--- config.mk ---
export PLATFORM = sky130hd
export DESIGN_NAME = turn_sequencer
export DESIGN_NICKNAME = d
export VERILOG_FILES = /design/src/rtl/turn_sequencer.sv
export SDC_FILE = /design/constraint.sdc
export NUM_CORES = 1
export LEC_CHECK = 0
export CORE_ASPECT_RATIO = 0.6
export CORE_UTILIZATION = 25
export DETAILED_ROUTE_END_ITERATION = 10
export GPL_ROUTABILITY_DRIVEN = 0
export MAX_ROUTING_LAYER = met4
export SYNTH_ARGS = -nofsm -noshare
export SYNTH_HDL_FRONTEND = slang
export SYNTH_SLANG_ARGS = --single-unit
--- constraint.sdc ---
create_clock -name clk -period 3.5 [get_ports clk]
set_clock_uncertainty 0.2 [all_clocks]
set_input_delay 0.525 -clock clk [delete_from_list [all_inputs] [get_ports clk]]
set_output_delay 0.525 -clock clk [all_outputs]
set_load 0.1 [all_outputs]
--- src/rtl/turn_sequencer.sv ---
// Game-flow FSM: hands turns between players, strobes D on matched flips and latches the winner.
// Optional macro TURN_TIMEOUT_EN adds a WAIT_FLIP forfeit timer of TIMEOUT_CYCLES cycles.
module turn_sequencer #(
    parameter int NUM_PLAYERS_MAX = 4,
    parameter int TIMEOUT_CYCLES = 50_000_000
) (
    input  logic       clk,
    input  logic       rst,
    input  logic       start,
    input  logic [1:0] num_players,
    input  logic       flip_valid,
    input  logic       flip_match,
    input  logic       win_in,
    output logic [1:0] T,
    output logic       D,
    output logic       busy,
    output logic       game_over,
    output logic [1:0] winner,
    output logic [7:0] turn_cnt
);

    typedef enum logic [2:0] {
        ST_IDLE,
        ST_WAIT_FLIP,
        ST_COMMIT,
        ST_CHECK,
        ST_PASS,
        ST_OVER
    } state_t;

    localparam logic [1:0] NP_LAST = 2'(NUM_PLAYERS_MAX - 1);

    state_t     state;
    state_t     next_state;
    logic [1:0] np_eff;
    logic [1:0] t_next_turn;

    // A single-player game is not meaningful, so zero behaves as two players.
    assign np_eff = (num_players == 2'd0) ? 2'd1 :
                    ((num_players > NP_LAST) ? NP_LAST : num_players);
    assign t_next_turn = (T >= np_eff) ? 2'd0 : T + 2'd1;

`ifdef TURN_TIMEOUT_EN
    localparam int CW = (TIMEOUT_CYCLES > 1) ? $clog2(TIMEOUT_CYCLES) : 1;
    localparam logic [CW-1:0] TO_LAST = CW'(TIMEOUT_CYCLES - 1);

    logic [CW-1:0] to_cnt;

    // Counts cycles spent in WAIT_FLIP; zero on every fresh entry.
    always_ff @(posedge clk or posedge rst) begin
        if (rst) begin
            to_cnt <= '0;
        end else if (state == ST_WAIT_FLIP && next_state == ST_WAIT_FLIP) begin
            to_cnt <= to_cnt + 1'b1;
        end else begin
            to_cnt <= '0;
        end
    end
`endif

    always_ff @(posedge clk or posedge rst) begin
        if (rst) begin
            state <= ST_IDLE;
        end else begin
            state <= next_state;
        end
    end

    always_comb begin
        next_state = state;
        case (state)
            ST_IDLE: begin
                if (start) next_state = ST_WAIT_FLIP;
            end
            ST_WAIT_FLIP: begin
                if (flip_valid) begin
                    next_state = flip_match ? ST_COMMIT : ST_PASS;
                end
`ifdef TURN_TIMEOUT_EN
                else if (to_cnt == TO_LAST) begin
                    next_state = ST_PASS;
                end
`endif
            end
            ST_COMMIT: next_state = ST_CHECK;
            ST_CHECK:  next_state = win_in ? ST_OVER : ST_WAIT_FLIP;
            ST_PASS:   next_state = ST_WAIT_FLIP;
            ST_OVER: begin
                if (start) next_state = ST_WAIT_FLIP;
            end
            default:   next_state = ST_IDLE;
        endcase
    end

    // Outputs are decoded from next_state into flops so nothing reaches a port combinationally.
    always_ff @(posedge clk or posedge rst) begin
        if (rst) begin
            T         <= 2'd0;
            D         <= 1'b0;
            busy      <= 1'b0;
            game_over <= 1'b0;
            winner    <= 2'd0;
            turn_cnt  <= 8'd0;
        end else begin
            D         <= (next_state == ST_COMMIT);
            busy      <= (next_state != ST_IDLE) && (next_state != ST_OVER);
            game_over <= (next_state == ST_OVER);

            if ((state == ST_IDLE || state == ST_OVER) && start) begin
                T        <= 2'd0;
                turn_cnt <= 8'd0;
                winner   <= 2'd0;
            end

            if (state == ST_PASS) begin
                T <= t_next_turn;
                if (turn_cnt != 8'hFF) turn_cnt <= turn_cnt + 8'd1;
            end

            if (state == ST_CHECK && win_in) begin
                winner <= T;
            end
        end
    end

endmodule

==> results.py, run 1 <==
metrics = {
    "cts": {
        "cts_root_buffer": "clkbuf_8",
        "hold_buffers": 0,
        "cts_buffers": 3,
        "post_cts_buffers": 0,
        "cts.repair.resized": 0,
        "cts_sinks": 18,
        "clock_latency_ns": 0.25,
        "cts.htree.levels": 1,
        "clk_pin_slew_ns": 0.06,
        "clk_path_buf_depth": 2,
        "cts_tree": "built",
    },
    "placed_design": {
        "dp_hpwl_um": 1532,
        "port_buffers": 22,
        "detailedPlace.worstSlack_ns": 1.222,
        "placed_area_um2": 1201,
    },
    "setup_path": {
        "cp.arrival_ns": 1.76,
        "worstPathRequired_ns": 2.77,
        "startpoint": "T[0]$_DFFE_PP0P_",
        "r2r_slack_ns": 1.42,
        "r2r-start": "state[1]$_DFF_PP0_",
        "path_max_fanout": 3,
        "crit_slowest_cell": "clkdlybuf4s50_1",
        "cp_num_buf_inv": 1,
        "r2r-end": "turn_cnt[5]$_DFF_PP0_",
        "crit_family": "buffers and inverters",
        "crit_path_max_incr_delay_ns": 1.14,
        "cp-start-kind": "flip-flop",
        "critPathKind": "reg -> out",
        "rr_worst_depth": 4,
        "path_cells": "clkdlybuf4s50_1",
        "setup.worst_path.end_class": "primary output",
    },
    "final_layout": {
        "drive_above_1_share_pct": 12.10,
        "design_area_um2": 1242,
        "layout_commonest_cell": "dfrtp_1",
        "nNetsFinal": 137,
        "fillerInstances": 389,
        "syn2layout_area_growth_pct": 28.96,
        "final_cell_mix": "18 x dfrtp_1, 13 x clkdlybuf4s50_1, 9 x buf_4",
        "diodes": 0,
    },
    "drt": {
        "via_per_inst": 4.778,
        "drc": 0,
        "wl_per_cell_um": 12.20,
        "via_count": 817,
        "routed_wl_um": 2086,
        "first_pass_iters": 4,
        "ant_nets": 0,
        "drt_iter0_drc": 44,
    },
    "floorplanning": {
        "fp-row-count": 17,
        "die_x_um": 82.14,
        "die_y_um": 50.09,
        "die_area_um2": 4114,
        "initial_utilization_pct": 26.18,
        "ios": 23,
        "core_um2": 3680,
    },
    "hold_path": {
        "hold_path.class": "reg -> reg",
        "hold_depth": 2,
        "worstHoldStart": "winner[0]$_DFFE_PP0P_",
        "hold_end": "winner[0]$_DFFE_PP0P_",
    },
    "pwr": {
        "vdd_drop_max_mv": 0.4666,
        "p_leak_uw": 0.0005418,
        "powerDensity_nw_per_um2": 815.3,
        "totalPowerFinal_uw": 1013,
    },
    "synthesis": {
        "postSynthCellCount": 102,
        "ys_ff_latch": 18,
        "yosys.area.top_type": "dfrtp_1",
        "yosysSeqAreaShare_pct": 46.75,
        "synth_nets": 113,
        "ys_top_cells_by_area": "dfrtp_1 47%, ha_1 3.9%, nand3_1 3.6%",
        "syn_area_per_cell_um2": 9.445,
        "synth_area_um2": 963.4,
        "yosysUniqueCellTypes": 36,
        "yosys_warnings": 0,
        "synth_top_area_share_pct": 46.75,
    },
    "global_routing": {
        "grt_max_degree": 19,
        "grt_pass1_wl_um": 3367,
        "overflow": 0,
        "grtUsageTotal_pct": 11.48,
        "first_global_vias": 717,
        "antenna_found_initial": 0,
    },
    "sta": {
        "timing.final.hold_violations": 0,
        "rsz0062_at_grt": "false",
        "worstMarginPinSlew_ns": 0.9630,
        "setup_violations": 0,
        "post-route-period-util_pct": 70.98,
        "slew_headroom_pct": 35.60,
        "worst_slack_ns": 1.016,
        "max_freq_mhz": 402.5,
        "finalSetupTns_ns": 0,
        "fin_crit_ns": 2.484,
        "slew_viol_final": 0,
    },
    "status": {
        "outcome": "complete, no violations",
    },
    "flow_run": {
        "drv_cap": 0,
    },
}
[flip-flops by register name, summed over array words and instances (netlist names)]
signal / flops
winner: 2
busy: 1
turn_cnt: 8
D: 1
state: 3
game_over: 1
T: 2
[worst max path at each step]
stage | to | slack (ns) | depth (start not counted)
6_report | T[0] | 1.02 | 1
5_1_grt | T[0] | 0.97 | 1
4_1_cts | T[0] | 1.01 | 1
3_5_place_dp | T[1]$_DFFE_PP0P_ | 1.22 | 7
3_3_place_gp | T[1]$_DFFE_PP0P_ | 1.29 | 7
2_1_floorplan | T[1]$_DFFE_PP0P_ | 1.19 | 6
[Yosys cell counts]
| master | number |
|---|---|
| o21ai_0 | 5 |
| o41ai_1 | 1 |
| or3_1 | 1 |
| and2_1 | 1 |
| nand4_1 | 1 |
| mux2i_1 | 3 |
| a211oi_1 | 1 |
| buf_6 | 1 |
| and2b_2 | 1 |
| nand3b_1 | 3 |
| a31oi_1 | 1 |
| xor2_1 | 1 |
| nand3_1 | 7 |
| nand2_1 | 8 |
| inv_1 | 7 |
| nor2b_1 | 1 |
| a21oi_1 | 6 |
| or2_1 | 1 |
| mux2_2 | 1 |
| dfrtp_1 | 18 |
| or3b_4 | 1 |
| and4_1 | 2 |
| o311ai_0 | 1 |
| xnor2_1 | 1 |
| and3_1 | 1 |
| o21bai_1 | 1 |
| o31ai_1 | 2 |
| nor3b_1 | 1 |
| o211a_1 | 1 |
| ha_1 | 3 |
| nor3_1 | 5 |
| nand2b_1 | 2 |
| clkbuf_1 | 2 |
| and3b_1 | 1 |
| nor2_1 | 8 |
| o22ai_1 | 1 |
[worst reg2reg max path, stage by stage, from the launching register on]
cell	delay, ns
dfrtp_1	0.50
or3b_4	0.49
or2_1	0.28
o311ai_0	0.34
o41ai_1	0.13
[cells by family (layout without fill, tap and decap cells)]
group	Yosys count	count (layout)	synth area share [%]
buffers and inverters	10	32	4.676
adder cells (fa/ha/maj)	3	3	3.897
flip-flops	18	18	46.75
AND/OR/NAND/NOR	45	45	25.59
multiplexers	4	4	4.286
XOR/XNOR	2	2	1.819
AO/OA/AOI/OAI	20	20	12.99
[per-stage QoR]
step                hold slack (ns)  util (%)  instances
finish                       0.3159     33.76        171
global route                 0.3633     33.76        171
CTS                          0.3256     33.76        171
detailed placement           0.3062     32.64        168
global placement             0.2970     32.64        168
floorplan                    0.2636         -        102
[cell type report]
type	instances	area [um2]	area share, %
timing repair buffer	22	197.7	15.91
multi-input combinational	74	467.9	37.66
sequential	18	450.4	36.25
inverter	7	26.28	2.115
clock buffer	3	41.29	3.323
tap	47	58.81	4.733
[where the power goes]
group | internal [uW] | total, uW | switching [uW]
combinational | 151 | 543 | 392
clock | 76.3 | 139 | 63.2
sequential | 259 | 331 | 71.7
[metal layers]
layer | share of wire, % | wire length [um] | vias to the layer above | global-route usage (%)
li1 | - | - | 408 | -
met1 | 53 | 1105 | 390 | 16.19
met2 | 41 | 851 | 17 | 15.15
met3 | 5.3 | 110 | 2 | 3.889
met4 | 0.91 | 19 | 0 | 3.509
met5 | 0 | 0 | - | -
No activity file was read; power rests on OpenSTA's default activity.
==> inputs of run 2 (changes only) <==
==> constraint.sdc (replaced) <==
create_clock -name clk -period 2.2 [get_ports clk]
set_clock_uncertainty 0.2 [all_clocks]
set_input_delay 0.33 -clock clk [delete_from_list [all_inputs] [get_ports clk]]
set_output_delay 0.33 -clock clk [all_outputs]
set_load 0.1 [all_outputs]
==> run 2 against run 1 <==
Net effect: sequential cell count stayed put; non-clock buffer count is 6 higher; sequential share of layout area is 1.2 points lower; critical path depth is 3 higher; cell count is 4.1% higher; utilization is 1.2 points higher; cell area is 3.6% higher; wire length is 6.9% higher; die area stayed put; critical path type is now reg -> reg.
==> results.py, run 2 (synthesis gave the netlist of run 1 again) <==
metrics = {
    "drt": {
        "via_count": 854,
        "routed_wl_um": 2230,
        "ant_nets": 0,
        "drc": 0,
        "drt_iter0_drc": 106,
        "wl_per_cell_um": 12.53,
        "via_per_inst": 4.798,
        "first_pass_iters": 4,
    },
    "sta": {
        "finalSetupTns_ns": 0,
        "worstMarginPinSlew_ns": 0.3443,
        "setup_violations": 0,
        "slew_headroom_pct": 76.98,
        "max_freq_mhz": 525.8,
        "rsz0062_at_grt": "false",
        "timing.final.hold_violations": 0,
        "post-route-period-util_pct": 86.45,
        "fin_crit_ns": 1.902,
        "slew_viol_final": 0,
    },
    "cts": {
        "cts.repair.resized": 0,
        "clock_latency_ns": 0.25,
        "cts_buffers": 3,
        "clk_pin_slew_ns": 0.07,
        "cts_sinks": 18,
        "hold_buffers": 0,
        "post_cts_buffers": 0,
        "cts_root_buffer": "clkbuf_8",
        "cts_tree": "built",
        "clk_path_buf_depth": 2,
        "cts.htree.levels": 1,
    },
    "global_routing": {
        "first_global_vias": 776,
        "overflow": 0,
        "grt_pass1_wl_um": 3746,
        "grtUsageTotal_pct": 12.73,
        "grt_max_degree": 13,
        "antenna_found_initial": 0,
    },
    "pwr": {
        "p_leak_uw": 0.0005872,
        "vdd_drop_max_mv": 0.5623,
        "powerDensity_nw_per_um2": 1322,
    },
    "final_layout": {
        "largest_reg_flops": 8,
        "final_cell_mix": "21 x buf_4, 17 x dfrtp_1, 8 x nand2_1, 8 x nor2_1",
        "syn2layout_area_growth_pct": 33.64,
        "drive_above_1_share_pct": 22.14,
        "nNetsFinal": 143,
        "largestRegisters": "turn_cnt: 8 flops, state: 3 flops",
        "final_util_pct": 34.99,
        "diodes": 0,
        "largest-register": "turn_cnt",
        "layout_commonest_cell": "buf_4",
    },
    "floorplanning": {
        "initial_utilization_pct": 26.18,
        "core_um2": 3680,
        "ios": 23,
        "die_y_um": 50.09,
        "die_area_um2": 4114,
        "die_x_um": 82.14,
        "fp-row-count": 17,
    },
    "setup_path": {
        "cp_num_buf_inv": 0,
        "setup.worst_path.end_class": "flip-flop",
        "crit_slowest_cell": "or3b_4",
        "worstPathRequired_ns": 2.12,
        "critPathKind": "reg -> reg",
        "cp.arrival_ns": 1.82,
        "path_cells": "or3b_4, or2_1, o311ai_0, o41ai_1",
        "crit_family": "simple AND/OR/NAND/NOR gates",
        "path_max_fanout": 6,
        "cp-start-kind": "flip-flop",
        "crit_path_max_incr_delay_ns": 0.44,
    },
    "placed_design": {
        "port_buffers": 22,
        "dp_hpwl_um": 1716,
    },
    "hold_path": {
        "hold_path.class": "in -> async",
    },
    "flow_run": {
        "drv_cap": 0,
    },
    "status": {
        "outcome": "complete, no violations",
    },
}
[run 2: worst reg2reg max path, stage by stage (launching register included)]
cell and delay [ns]:
dfrtp_1 0.38, or3b_4 0.44, or2_1 0.29, o311ai_0 0.33
o41ai_1 0.14
[run 2: per-stage QoR]
step | total power (uW) | worst slack (ns) | cells | hold WS (ns) | instance area (um2)
global route | 1818 | 0.1994 | 178 | 0.2018 | 1287
finish | 1701 | 0.2981 | 178 | 0.1867 | 1287
detailed placement | 1440 | 0.1638 | 174 | 0.3021 | 1232
CTS | 1713 | 0.2893 | 178 | 0.1903 | 1287
floorplan | 1217 | 0.01474 | 102 | 0.06850 | 964.7
global placement | 1417 | 0.1834 | 174 | 0.2985 | 1232
[run 2: area by class of cell]
class	instances	area, um2
fill	380	2392
multi-input combinational	74	467.9
sequential	18	451.7
timing repair buffer	28	227.7
tap	47	58.81
clock buffer	4	55.05
inverter	7	26.28
[run 2: path summary, 6_finish.rpt]
kind | slack (ns) | cells past startpoint | from | endpoint
worst max-delay path | 0.30 | 4 | state[1]$_DFF_PP0_ | turn_cnt[5]$_DFF_PP0_
worst min-delay path | 0.19 | 3 | rst | winner[0]$_DFFE_PP0P_
worst max register to register | 0.30 | 4 | state[1]$_DFF_PP0_ | turn_cnt[5]$_DFF_PP0_
worst min register to register | 0.31 | 2 | winner[0]$_DFFE_PP0P_ | winner[0]$_DFFE_PP0P_
max in group asynchronous | 1.47 | 3 | rst | T[0]$_DFFE_PP0P_
min in group clk | 0.31 | 2 | winner[0]$_DFFE_PP0P_ | winner[0]$_DFFE_PP0P_
[run 2: metal layers]
metal | vias up | global-route usage [%] | share of wire [%]
met5 | - | - | 0
met4 | 0 | 3.509 | 1.2
met2 | 23 | 17.22 | 44
met1 | 405 | 18.01 | 49
met3 | 4 | 3.889 | 5.6
li1 | 422 | - | -
[run 2: power by group]
part / switching [uW] / total [uW] / leakage [uW] / internal, uW
Clock: 108 / 267 / 0.0000288 / 159
Sequential: 58.3 / 472 / 0.000239 / 414
Combinational: 696 / 962 / 0.000320 / 265
==> inputs of run 3 (changes only) <==
--- a/config.mk
+++ b/config.mk
@@ -10,6 +10,7 @@
 export DETAILED_ROUTE_END_ITERATION = 10
 export GPL_ROUTABILITY_DRIVEN = 0
 export MAX_ROUTING_LAYER = met4
+export REMOVE_ABC_BUFFERS = 1
 export SYNTH_ARGS = -nofsm -noshare
 export SYNTH_HDL_FRONTEND = slang
 export SYNTH_SLANG_ARGS = --single-unit
==> run 3 against run 2 <==
Net effect: sequential power barely moved; die area unchanged; register-to-register slack improved by 0.02 ns; critical endpoint unchanged.
==> results.py, run 3 (synthesis gave the netlist of run 1 again) <==
metrics = {
    "sta": {
        "worstMarginPinSlew_ns": 0.3138,
        "post-route-period-util_pct": 85.71,
        "setup_violations": 0,
        "worst_slack_ns": 0.3144,
        "holdWs_ns": 0.1904,
        "finalSetupTns_ns": 0,
        "timing.final.hold_violations": 0,
        "max_freq_mhz": 530.3,
        "fin_crit_ns": 1.886,
        "slew_viol_final": 0,
        "slew_headroom_pct": 79.01,
        "rsz0062_at_grt": "false",
    },
    "setup_path": {
        "path_cells": "or3b_4, or2_1, o311ai_0, o41ai_1",
        "critPathKind": "reg -> reg",
        "path_max_fanout": 6,
        "crit_path_max_incr_delay_ns": 0.44,
        "r2r_slack_ns": 0.31,
        "rr_worst_depth": 4,
        "cp-start-kind": "flip-flop",
        "cp.arrival_ns": 1.81,
        "crit_slowest_cell": "or3b_4",
        "worstPathRequired_ns": 2.12,
        "setup.worst_path.end_class": "flip-flop",
    },
    "final_layout": {
        "layoutNonFillerInstCount": 176,
        "syn2layout_area_growth_pct": 31.30,
        "seq_area_um2": 450.4,
        "largestRegisters": "turn_cnt: 8 flops, state: 3 flops",
        "largest-register": "turn_cnt",
        "drive_above_1_share_pct": 20.16,
        "final_cell_mix": "20 x buf_4, 18 x dfrtp_1, 8 x nand2_1, 8 x nor2_1",
        "nNetsFinal": 142,
        "multi_input_area_um2": 467.9,
        "fillerInstances": 390,
        "layout_commonest_cell": "buf_4",
        "largest_reg_flops": 8,
        "diodes": 0,
    },
    "pwr": {
        "vdd_drop_max_mv": 0.7139,
        "powerDensity_nw_per_um2": 1302,
        "p_leak_uw": 0.0005766,
    },
    "cts": {
        "hold_buffers": 0,
        "clk_pin_slew_ns": 0.06,
        "post_cts_buffers": 0,
        "clock_latency_ns": 0.25,
        "cts.htree.levels": 1,
        "cts_root_buffer": "clkbuf_8",
        "clk_path_buf_depth": 2,
        "cts_sinks": 18,
        "cts.repair.resized": 0,
        "cts_buffers": 3,
        "cts_tree": "built",
    },
    "drt": {
        "routed_wl_um": 2131,
        "drc": 0,
        "first_pass_iters": 4,
        "wl_per_cell_um": 12.11,
        "drt_iter0_drc": 20,
        "via_per_inst": 4.790,
        "via_count": 843,
        "ant_nets": 0,
    },
    "global_routing": {
        "antenna_found_initial": 0,
        "grtUsageTotal_pct": 11.73,
        "first_global_vias": 766,
        "grt_pass1_wl_um": 3456,
        "overflow": 0,
        "grt_max_degree": 19,
    },
    "floorplanning": {
        "die_x_um": 82.14,
        "die_area_um2": 4114,
        "initial_utilization_pct": 26.18,
        "ios": 23,
        "fp-row-count": 17,
        "core_um2": 3680,
        "die_y_um": 50.09,
    },
    "placed_design": {
        "port_buffers": 22,
        "dp_cells": 173,
        "detailedPlace.worstSlack_ns": 0.1285,
        "dp_hpwl_um": 1607,
    },
    "flow_run": {
        "drv_cap": 0,
    },
    "status": {
        "outcome": "complete, no violations",
    },
    "hold_path": {
        "hold_path.class": "in -> async",
    },
}
[run 3: metal layers]
layer | GRT usage [%] | wire length (um)
met4 | 3.509 | 21
met2 | 17.49 | 942
met3 | 3.519 | 131
met5 | - | 0
met1 | 15.21 | 1035
[run 3: through the flow]
stage	utilization, %	power, uW	instance area (um2)
floorplan	-	1186	944.7
global placement	33.25	1403	1224
detailed placement	33.25	1433	1224
CTS	34.38	1665	1265
global route	34.38	1746	1265
finish	34.38	1647	1265
[run 3: final timing paths]
check | start | endpoint
max | state[1]$_DFF_PP0_ | turn_cnt[5]$_DFF_PP0_
min | rst | turn_cnt[4]$_DFF_PP0_
max reg2reg | state[1]$_DFF_PP0_ | turn_cnt[5]$_DFF_PP0_
min reg2reg | turn_cnt[5]$_DFF_PP0_ | turn_cnt[5]$_DFF_PP0_
max in group asynchronous | rst | D$_DFF_PP0_
min in group clk | turn_cnt[5]$_DFF_PP0_ | turn_cnt[5]$_DFF_PP0_
[run 3: critical path, delay by kind of cell (launching register included)]
| kind | cells | cell delay [ns] |
|---|---|---|
| AND/OR/NAND/NOR | 2 | 0.73 |
| AO/OA/AOI/OAI | 2 | 0.45 |
| flip-flops | 1 | 0.38 |
[run 3: report_power, final]
part           switching [uW]  total (uW)  internal (uW)
sequential               58.4         471            412
clock                     103         224            121
combinational             688         952            264
total                     849        1650            798
[run 3: area by class of cell]
class	count	share of cell area [%]
inverter	7	2.077
tap	47	4.649
sequential	18	35.61
multi-input combinational	74	36.99
timing repair buffer	27	17.41
clock buffer	3	3.264
